<file path="src/rtl/vdp1_cmd_fetch.sv">
// VDP1 command-list walker: fetches 32-byte command tables from VRAM, resolves
// the jump modes and hands each drawable table to the draw/clip sequencer.
module vdp1_cmd_fetch #(
  parameter logic [15:0] MAX_CMDS = 16'hFFFF
) (
  input  logic         CLK,
  input  logic         RST,
  input  logic         CE,
  input  logic         START,
  input  logic         ABORT,
  output logic [17:0]  VRAM_A,
  output logic         VRAM_RD,
  input  logic [15:0]  VRAM_Q,
  input  logic         VRAM_RDY,
  output logic [255:0] CMD,
  output logic         CMD_VALID,
  input  logic         CMD_READY,
  output logic [15:0]  COPR,
  output logic [15:0]  LOPR,
  output logic         CEF,
  output logic         BUSY
);

  typedef enum logic [2:0] {
    S_IDLE, S_RD_CTRL, S_RD_LINK, S_RD_BODY, S_PRESENT, S_NEXT, S_DONE
  } state_t;

  state_t      state_reg;
  logic [17:0] cur_addr_reg;
  logic [17:0] ret_addr_reg;
  logic        stack_valid_reg;
  logic [15:0] cmd_cnt_reg;
  logic [3:0]  word_idx_reg;
  logic [15:0] cmd_words_reg [16];
  logic [17:0] vram_a_reg;
  logic        vram_rd_reg;
  logic        cmd_valid_reg;
  logic [15:0] copr_reg;
  logic [15:0] lopr_reg;
  logic        cef_reg;

  logic        capture;
  logic [15:0] q_masked;
  logic [2:0]  jp;
  logic [17:0] seq_addr;
  logic [17:0] link_addr;
  logic [17:0] jump_addr;
  logic [17:0] word_next_addr;
  logic [15:0] cnt_next;

  // Reserved bits of the packed table read back as zero.
  function automatic logic [15:0] field_mask(input logic [3:0] idx);
    case (idx)
      4'd0:    field_mask = 16'hFF3F;
      4'd1:    field_mask = 16'hFFFC;
      4'd2:    field_mask = 16'h9FFF;
      4'd4:    field_mask = 16'hFFFC;
      4'd5:    field_mask = 16'h3FFF;
      default: field_mask = 16'hFFFF;
    endcase
  endfunction

  assign capture        = vram_rd_reg & VRAM_RDY;
  assign q_masked       = VRAM_Q & field_mask(word_idx_reg);
  assign jp             = cmd_words_reg[0][14:12];
  assign seq_addr       = cur_addr_reg + 18'd16;
  assign link_addr      = {cmd_words_reg[1], 2'b00};
  assign word_next_addr = cur_addr_reg + 18'(word_idx_reg) + 18'd1;
  assign cnt_next       = cmd_cnt_reg + 16'd1;

  always_comb begin
    case (jp[1:0])
      2'b01, 2'b10: jump_addr = link_addr;
      2'b11:        jump_addr = stack_valid_reg ? ret_addr_reg : seq_addr;
      default:      jump_addr = seq_addr;
    endcase
  end

  always_ff @(posedge CLK) begin
    if (RST) begin
      state_reg       <= S_IDLE;
      cur_addr_reg    <= '0;
      ret_addr_reg    <= '0;
      stack_valid_reg <= 1'b0;
      cmd_cnt_reg     <= '0;
      word_idx_reg    <= '0;
      vram_a_reg      <= '0;
      vram_rd_reg     <= 1'b0;
      cmd_valid_reg   <= 1'b0;
      copr_reg        <= '0;
      lopr_reg        <= '0;
      cef_reg         <= 1'b0;
      for (int i = 0; i < 16; i++) cmd_words_reg[i] <= '0;
    end else if (CE) begin
      if (ABORT) begin
        state_reg     <= S_IDLE;
        vram_rd_reg   <= 1'b0;
        cmd_valid_reg <= 1'b0;
      end else begin
        // word_idx_reg always names the word currently being read.
        if (capture) cmd_words_reg[word_idx_reg] <= q_masked;
        case (state_reg)
          S_IDLE, S_DONE: begin
            if (START) begin
              cur_addr_reg    <= '0;
              cef_reg         <= 1'b0;
              cmd_cnt_reg     <= '0;
              stack_valid_reg <= 1'b0;
              copr_reg        <= '0;
              word_idx_reg    <= '0;
              vram_a_reg      <= '0;
              vram_rd_reg     <= 1'b1;
              state_reg       <= S_RD_CTRL;
            end
          end
          S_RD_CTRL: begin
            if (capture) begin
              if (VRAM_Q[15]) begin
                lopr_reg    <= cur_addr_reg[17:2];
                cef_reg     <= 1'b1;
                vram_rd_reg <= 1'b0;
                state_reg   <= S_DONE;
              end else begin
                word_idx_reg <= 4'd1;
                vram_a_reg   <= word_next_addr;
                state_reg    <= S_RD_LINK;
              end
            end
          end
          S_RD_LINK: begin
            if (capture) begin
              if (cmd_words_reg[0][14]) begin
                vram_rd_reg <= 1'b0;
                state_reg   <= S_NEXT;
              end else begin
                word_idx_reg <= 4'd2;
                vram_a_reg   <= word_next_addr;
                state_reg    <= S_RD_BODY;
              end
            end
          end
          S_RD_BODY: begin
            if (capture) begin
              if (word_idx_reg == 4'd15) begin
                vram_rd_reg   <= 1'b0;
                cmd_valid_reg <= 1'b1;
                state_reg     <= S_PRESENT;
              end else begin
                word_idx_reg <= word_idx_reg + 4'd1;
                vram_a_reg   <= word_next_addr;
              end
            end
          end
          S_PRESENT: begin
            if (CMD_READY) begin
              cmd_valid_reg <= 1'b0;
              state_reg     <= S_NEXT;
            end
          end
          S_NEXT: begin
            cmd_cnt_reg <= cnt_next;
            if (jp[1:0] == 2'b10) begin
              ret_addr_reg    <= seq_addr;
              stack_valid_reg <= 1'b1;
            end else if (jp[1:0] == 2'b11) begin
              stack_valid_reg <= 1'b0;
            end
            // The guard ends runaway link loops as if an END table was hit.
            if (cnt_next == MAX_CMDS) begin
              lopr_reg  <= copr_reg;
              cef_reg   <= 1'b1;
              state_reg <= S_DONE;
            end else begin
              cur_addr_reg <= jump_addr;
              copr_reg     <= jump_addr[17:2];
              word_idx_reg <= '0;
              vram_a_reg   <= jump_addr;
              vram_rd_reg  <= 1'b1;
              state_reg    <= S_RD_CTRL;
            end
          end
          default: state_reg <= S_IDLE;
        endcase
      end
    end
  end

  genvar gi;
  generate
    for (gi = 0; gi < 16; gi++) begin : g_cmd_word
      assign CMD[255-16*gi -: 16] = cmd_words_reg[gi];
    end
  endgenerate

  assign VRAM_A    = vram_a_reg;
  assign VRAM_RD   = vram_rd_reg;
  assign CMD_VALID = cmd_valid_reg;
  assign COPR      = copr_reg;
  assign LOPR      = lopr_reg;
  assign CEF       = cef_reg;
  assign BUSY      = (state_reg != S_IDLE) && (state_reg != S_DONE);

endmodule

</file>
<file path="config.mk">
export PLATFORM = sky130hd
export DESIGN_NAME = vdp1_cmd_fetch
export DESIGN_NICKNAME = d
export VERILOG_FILES = /design/src/rtl/vdp1_cmd_fetch.sv
export SDC_FILE = /design/constraint.sdc
export NUM_CORES = 1
export LEC_CHECK = 0
export ABC_AREA = 1
export CAP_MARGIN = 20
export CORE_UTILIZATION = 25
export CTS_CLUSTER_SIZE = 10
export DETAILED_ROUTE_END_ITERATION = 8
export PLACE_DENSITY = 0.53
export SLEW_MARGIN = 10
export SYNTH_ARGS = -nofsm -noshare
export SYNTH_HDL_FRONTEND = slang
export SYNTH_SLANG_ARGS = --single-unit
</file>
<file path="constraint.sdc">
create_clock -name CLK -period 4.25 [get_ports CLK]
set_input_delay 0.6375 -clock CLK [delete_from_list [all_inputs] [get_ports CLK]]
set_output_delay 0.6375 -clock CLK [all_outputs]
set_load 0.005 [all_outputs]
</file>
==> results of run 1 <==
==> per-layer routing <==
metal	track usage, %	vias up	routed length, um
met5	0	-	26
met4	6.05	4	1550
met3	7.52	79	5830
met2	30.5	401	27000
met1	19.5	5823	20500
li1	-	5675	-
==> cell type report <==
class	instances	area [um2]	share of cell area, %
clock inverters	6	75.1	0.368
multi-input cells	962	4480	22.0
inverters	117	439	2.15
well taps	773	967	4.74
flip-flops and latches	353	9630	47.2
diodes	1	2.50	0.0123
clock buffers	57	1170	5.73
repair buffers	373	3630	17.8
==> power breakdown <==
group          internal [mW]  total [mW]  switching (mW)  leakage (nW)
clock                   1.96        3.39            1.42         0.605
combinational          0.240       0.604           0.364          3.48
sequential              3.78        3.84          0.0534          3.43
total                   5.99        7.82            1.84          7.51
==> layout by cell type, fill, tap and decap left out, types with 14 or more instances in the layout <==
cell type	synthesis	routed
edfxtp_1	256	256
nor3_1	24	24
a21oi_1	94	94
dfxtp_1	97	97
ha_1	14	14
nand3_1	55	55
clkdlybuf4s50_1	0	331
buf_4	19	41
inv_1	103	103
nand2_2	20	20
nor2_1	348	348
o21ai_0	48	48
nand2_1	263	263
clkbuf_16	0	43
==> critical path, stage by stage, from the launching register on <==
cell and delay [ns]:
edfxtp_1 0.43, ha_1 0.57, nor2_1 0.17, nor2_1 0.79, nand3_1 0.15, a31oi_1 0.31
o21ai_0 0.19, a21oi_1 0.15
==> path summary, 6_finish.rpt <==
check	startpoint	endpoint	depth (start not counted)
setup / recovery	cmd_words_reg[0][13]	VRAM_A[7]	7
hold / removal	VRAM_A[13]	VRAM_A[13]	2
setup reg to reg	cmd_words_reg[0][13]	VRAM_A[7]	7
hold reg to reg	VRAM_A[13]	VRAM_A[13]	2
==> through the flow <==
| step | setup slack (ns) | area, um2 |
|---|---|---|
| final | 1.41 | 20400 |
| after global routing | 1.20 | 20400 |
| after CTS | 1.37 | 20400 |
| after detailed placement | 0.766 | 19100 |
| after global placement | 0.781 | 19100 |
| after floorplan | 1.62 | 15000 |
==> cell families after synthesis <==
group,Yosys count,synth area share [%]
AND/OR/NAND/NOR,752,21.3
AO/OA/AOI/OAI,186,6.72
adder cells (fa/ha/maj),15,1.30
flip-flops,353,64.2
XOR/XNOR,9,0.526
buffers and inverters,207,5.97
==> results by group, run 1 <==
Placement
  – Routability-driven placement congestion ratio: 0.839
  – Cell Count Post-Placement: 2578
  – IO Port Bufs: 332
  – Detailed Place HPWL: 38500 um

Timing
  – Fmax: between 300 and 400 MHz
  – Tightest Pin Transition: 1.16 ns
  – Final Max Slew Viols: 0
  – Fin Clk Skew: between 0.02 and 0.03 ns
  – Final period util: 66.8%
  – RSZ-0062 raised after global routing: no
  – Hold Slack: 0.467 ns
  – Slew Limit Headroom: 22.6%
  – Final hold viol count: 0
  – Tmin final: between 2 and 3 ns
  – Setup violators final: 0
  – Setup TNS: 0 ns

Routing
  – Drt pass-1 iters: 7
  – DRT iter0 DRCs: 859
  – Total wire length: 54900 um
  – Final antenna-violating net count: 0
  – DRC violations left: 14
  – Total number of vias: around 12000
  – Vias/cell: 4.54
  – Wire per inst: ~21 um

Clocking
  – Root Driver: clkbuf_16
  – Worst-Skew Late Latency: 0.57 ns
  – Post-CTS setup buffer count: 0
  – H-tree levels: 2
  – Clock transition at path regs: 0.06 ns
  – Clock sinks: 353
  – CTS tree: built
  – Clock Path Buffers: 3
  – Post-CTS Hold Fix Bufs: 0
  – PostCTS Resize Cnt: 0
  – Cts bufs inserted: between 40 and 50

Floorplan
  – Initial Util: 25.4%
  – I/O pins: 333
  – Row count: 89
  – Die Y: 247 um
  – Core region area: 59100 um2
  – Die area: 61000 um2
  – Die width: roughly 250 um

Yosys
  – Synth cell types: 47
  – EDFF count, synth: 256
  – Synth area leaders: edfxtp_1 (51%), dfxtp_1 (13%), nor2_1 (8.7%)
  – Register bit total from synthesis: 353
  – Most frequent cell after synthesis: nor2_1
  – Post-Syn Instances: 1522
  – Commonest cells post-synth: nor2_1 (348), nand2_1 (263), edfxtp_1 (256)
  – Post-synth top area share: 51.3%
  – Yosys top cell by area: edfxtp_1
  – Syn Std Cell Area: between 10000 and 15000 um2
  – Synth Warn #: 0
  – Syn nets: approximately 1600
  – Post-synthesis sequential area ratio: 64.2%
  – Post-synthesis async set-or-reset flop share: 0%
  – Top_reg_cell synth: edfxtp_1
  – Mapped Avg Cell Area: 9.85 um2

GRT
  – First-pass GRT wire length: between 70000 and 80000 um
  – Largest net degree at the start of global routing: 31
  – Vias in the first global route: between 10000 and 15000
  – Remaining Overflow, GRT: 0
  – Antenna violations before repair: 3
  – Gr usage total: ~18%

Worst setup path
  – Crit path arrival time: 3.32 ns
  – Worst Setup Path Type: flop to flop
  – Worst R2R Setup Slack: approximately 1.4 ns
  – Worst Setup Start Kind: flop
  – Worst Path Required: about 4.7 ns
  – CP Max Fanout: 14
  – CP Capture Type: flop

Layout
  – Post-Route Utilization: 34.5%
  – Layout cells sized above 1: 8.35%
  – Max reg flops: 256
  – Final Non-Filler Cells: 2642
  – Post-layout nets: 1888
  – Fill cells: slightly below 6000
  – Area Overhead vs Synth: 35.9%

Outcome
  – Outcome: complete, but fails checks
  – Failing checks: design-rule violations

Run
  – Max_cap viols: 0

Hold path
  – Worst min-delay path class: flop to flop

Power
  – Pwr Density: 384 nW/um2
  – Pleak: ~7.5 nW
  – Peak supply drop: 0.301 mV
  – Tot Pwr: approximately 8 mW
Power figures use the tool's default switching activity.
==> inputs of run 2 (changes only) <==
clock period = 2.71 ns   (was 4.25 ns; I/O delays follow)
==> results by group, run 2 (synthesis results as in run 1) <==
Outcome
  – Outcome: complete, but fails checks
  – Failing checks: design-rule violations

Hold path
  – Hold Path Cell Cnt: 2
  – Worst Hold Launch: VRAM_A[4]
  – Hold endpoint: VRAM_A[4]
  – Worst min-delay path class: flop to flop

Layout
  – Layout cells sized above 1: ~11%
  – ANT cells: 0
  – Post-Route Utilization: 35.4%
  – Max reg flops: 256
  – Post-layout nets: 1937
  – Area Overhead vs Synth: 39.4%
  – Post-route cell area: 20900 um2
  – Most common cell after layout, fill and taps aside: nor2_1
  – Most frequent cells in the layout: nor2_1 (348), clkdlybuf4s50_1 (331), nand2_1 (263), edfxtp_1 (256), inv_1 (103)

Worst setup path
  – Critical-path cell list: inv_1, ha_1, fa_1, o31ai_1, buf_4, nand2_1, clkinv_1, nand2_1, a21oi_1, o21ai_1, nand2_1, nand2_1, a21oi_1
  – Worst R2R Setup Slack: 0.34 ns
  – Slowest cell delay on critical path: 0.42 ns
  – CP Capture Type: flop
  – Worst R2R Path Depth: 13
  – Cell mode on critical path: nand2_1
  – Worst Path Required: 3.19 ns
  – Crit path arrival time: ~2.9 ns
  – Reg2reg start: word_idx_reg[0]
  – Slowest-stage cell, CP: dfxtp_1
  – R2R Path End: VRAM_A[16]
  – CP Max Fanout: 8
  – Worst Setup Path Type: flop to flop
  – Worst Setup Start Kind: flop

Routing
  – DRT iter0 DRCs: just under 800
  – Wire per inst: 20.2 um
  – DRC violations left: 14
  – Total number of vias: 12200
  – Vias/cell: 4.53
  – Drt pass-1 iters: 7
  – Final antenna-violating net count: 0
  – Total wire length: 54500 um

Clocking
  – Cts bufs inserted: 43
  – PostCTS Resize Cnt: 0
  – Post-CTS Hold Fix Bufs: 0
  – Clock sinks: ~350
  – Clock Path Buffers: 3
  – Post-CTS setup buffer count: 0
  – CTS tree: built
  – Clock transition at path regs: approximately 0.050 ns
  – Worst-Skew Late Latency: 0.57 ns
  – Root Driver: clkbuf_16
  – H-tree levels: 2

Placement
  – Area after DPL: 19600 um2
  – Detailed Place HPWL: 38800 um
  – IO Port Bufs: 332
  – Routability-driven placement congestion ratio: 0.879

Timing
  – Fmax: roughly 420 MHz
  – Final Max Slew Viols: 0
  – Tightest Pin Transition: 0.658 ns
  – Setup violators final: 0
  – Fin Clk Skew: about 0.023 ns
  – Setup TNS: 0 ns
  – RSZ-0062 raised after global routing: no
  – Tmin final: 2.37 ns
  – Slew Limit Headroom: 56.1%
  – Final hold viol count: 0
  – Final period util: 87.6%

Power
  – Pleak: 7.82 nW
  – Pwr Density: ~600 nW/um2
  – Peak supply drop: 0.508 mV

GRT
  – Gr usage total: 17.7%
  – Antenna violations before repair: 2
  – Remaining Overflow, GRT: 0
  – Vias in the first global route: roughly 12000
  – First-pass GRT wire length: roughly 79000 um
  – Largest net degree at the start of global routing: 53

Floorplan
  – Die area: slightly above 60000 um2
  – Initial Util: 25.4%
  – I/O pins: 333
  – Die width: ~250 um
  – Core region area: about 60000 um2
  – Row count: 89
  – Die Y: 247 um

Run
  – Max_cap viols: 0
run 2: cell types whose count changed in the layout (fill, tap and decap cells not counted):
cell,previous run,this run
clkbuf_1,10,11
clkinv_2,1,2
clkinv_1,5,4
buf_12,0,9
clkinv_8,2,0
clkbuf_16,43,44
clkinv_16,0,1
diode_2,1,0
buf_4,41,81
inv_16,0,1
run 2: critical path: cells and delay by family, from the launching register on:
family | cells | cell delay, ns
AOI/OAI and AO/OA | 4 | 0.60
adders and majority gates | 2 | 0.62
buffers and inverters | 3 | 0.40
and+or+nand+nor | 4 | 0.25
DFF | 1 | 0.42
run 2: through the flow:
stage | power, mW | std cells | setup slack (ns) | hold slack, ns
after global placement | 7.14 | 2627 | 0.238 | 0.454
after detailed placement | 7.14 | 2627 | 0.244 | 0.458
after global routing | 12.9 | 2692 | 0.0374 | 0.471
after floorplan | 6.46 | 1522 | 0.311 | 0.441
after CTS | 12.6 | 2692 | 0.324 | 0.452
final | 12.4 | 2692 | 0.336 | 0.463
run 2: cell type report:
| cell class | count | area (um2) |
|---|---|---|
| flip-flops and latches | 353 | 9630 |
| fillers | 5935 | 38200 |
| clock inverters | 6 | 93.8 |
| well taps | 773 | 967 |
| repair buffers | 422 | 4110 |
| clock buffers | 59 | 1200 |
| inverters | 117 | 439 |
| multi-input cells | 962 | 4480 |
run 2: routing by layer:
| layer | vias to the layer above | track usage [%] | routed length (um) |
|---|---|---|---|
| li1 | 5773 | - | - |
| met2 | 422 | 29.8 | 26200 |
| met1 | 5914 | 20.1 | 21000 |
| met3 | 77 | 7.98 | 6020 |
| met4 | 4 | 4.61 | 1160 |
| met5 | - | 0 | 23 |
run 2: worst max path at each step:
stage / startpoint / end / slack, ns / depth (start not counted)
CTS: state_reg[1] / BUSY / 0.32 / 3
finish: word_idx_reg[0] / VRAM_A[16] / 0.34 / 13
detailed placement: VRAM_RDY / cmd_words_reg[14][9] / 0.24 / 9
global route: word_idx_reg[0] / VRAM_A[10] / 0.04 / 11
global placement: VRAM_RDY / cmd_words_reg[14][12] / 0.24 / 9
floorplan: RST / cmd_words_reg[2][0] / 0.31 / 7
run 2: where the power goes:
part	leakage, nW	switching, mW	internal, mW
clock network	0.629	2.26	3.16
registers	3.43	0.0843	5.93
logic	3.76	0.573	0.433
total	7.82	2.92	9.53
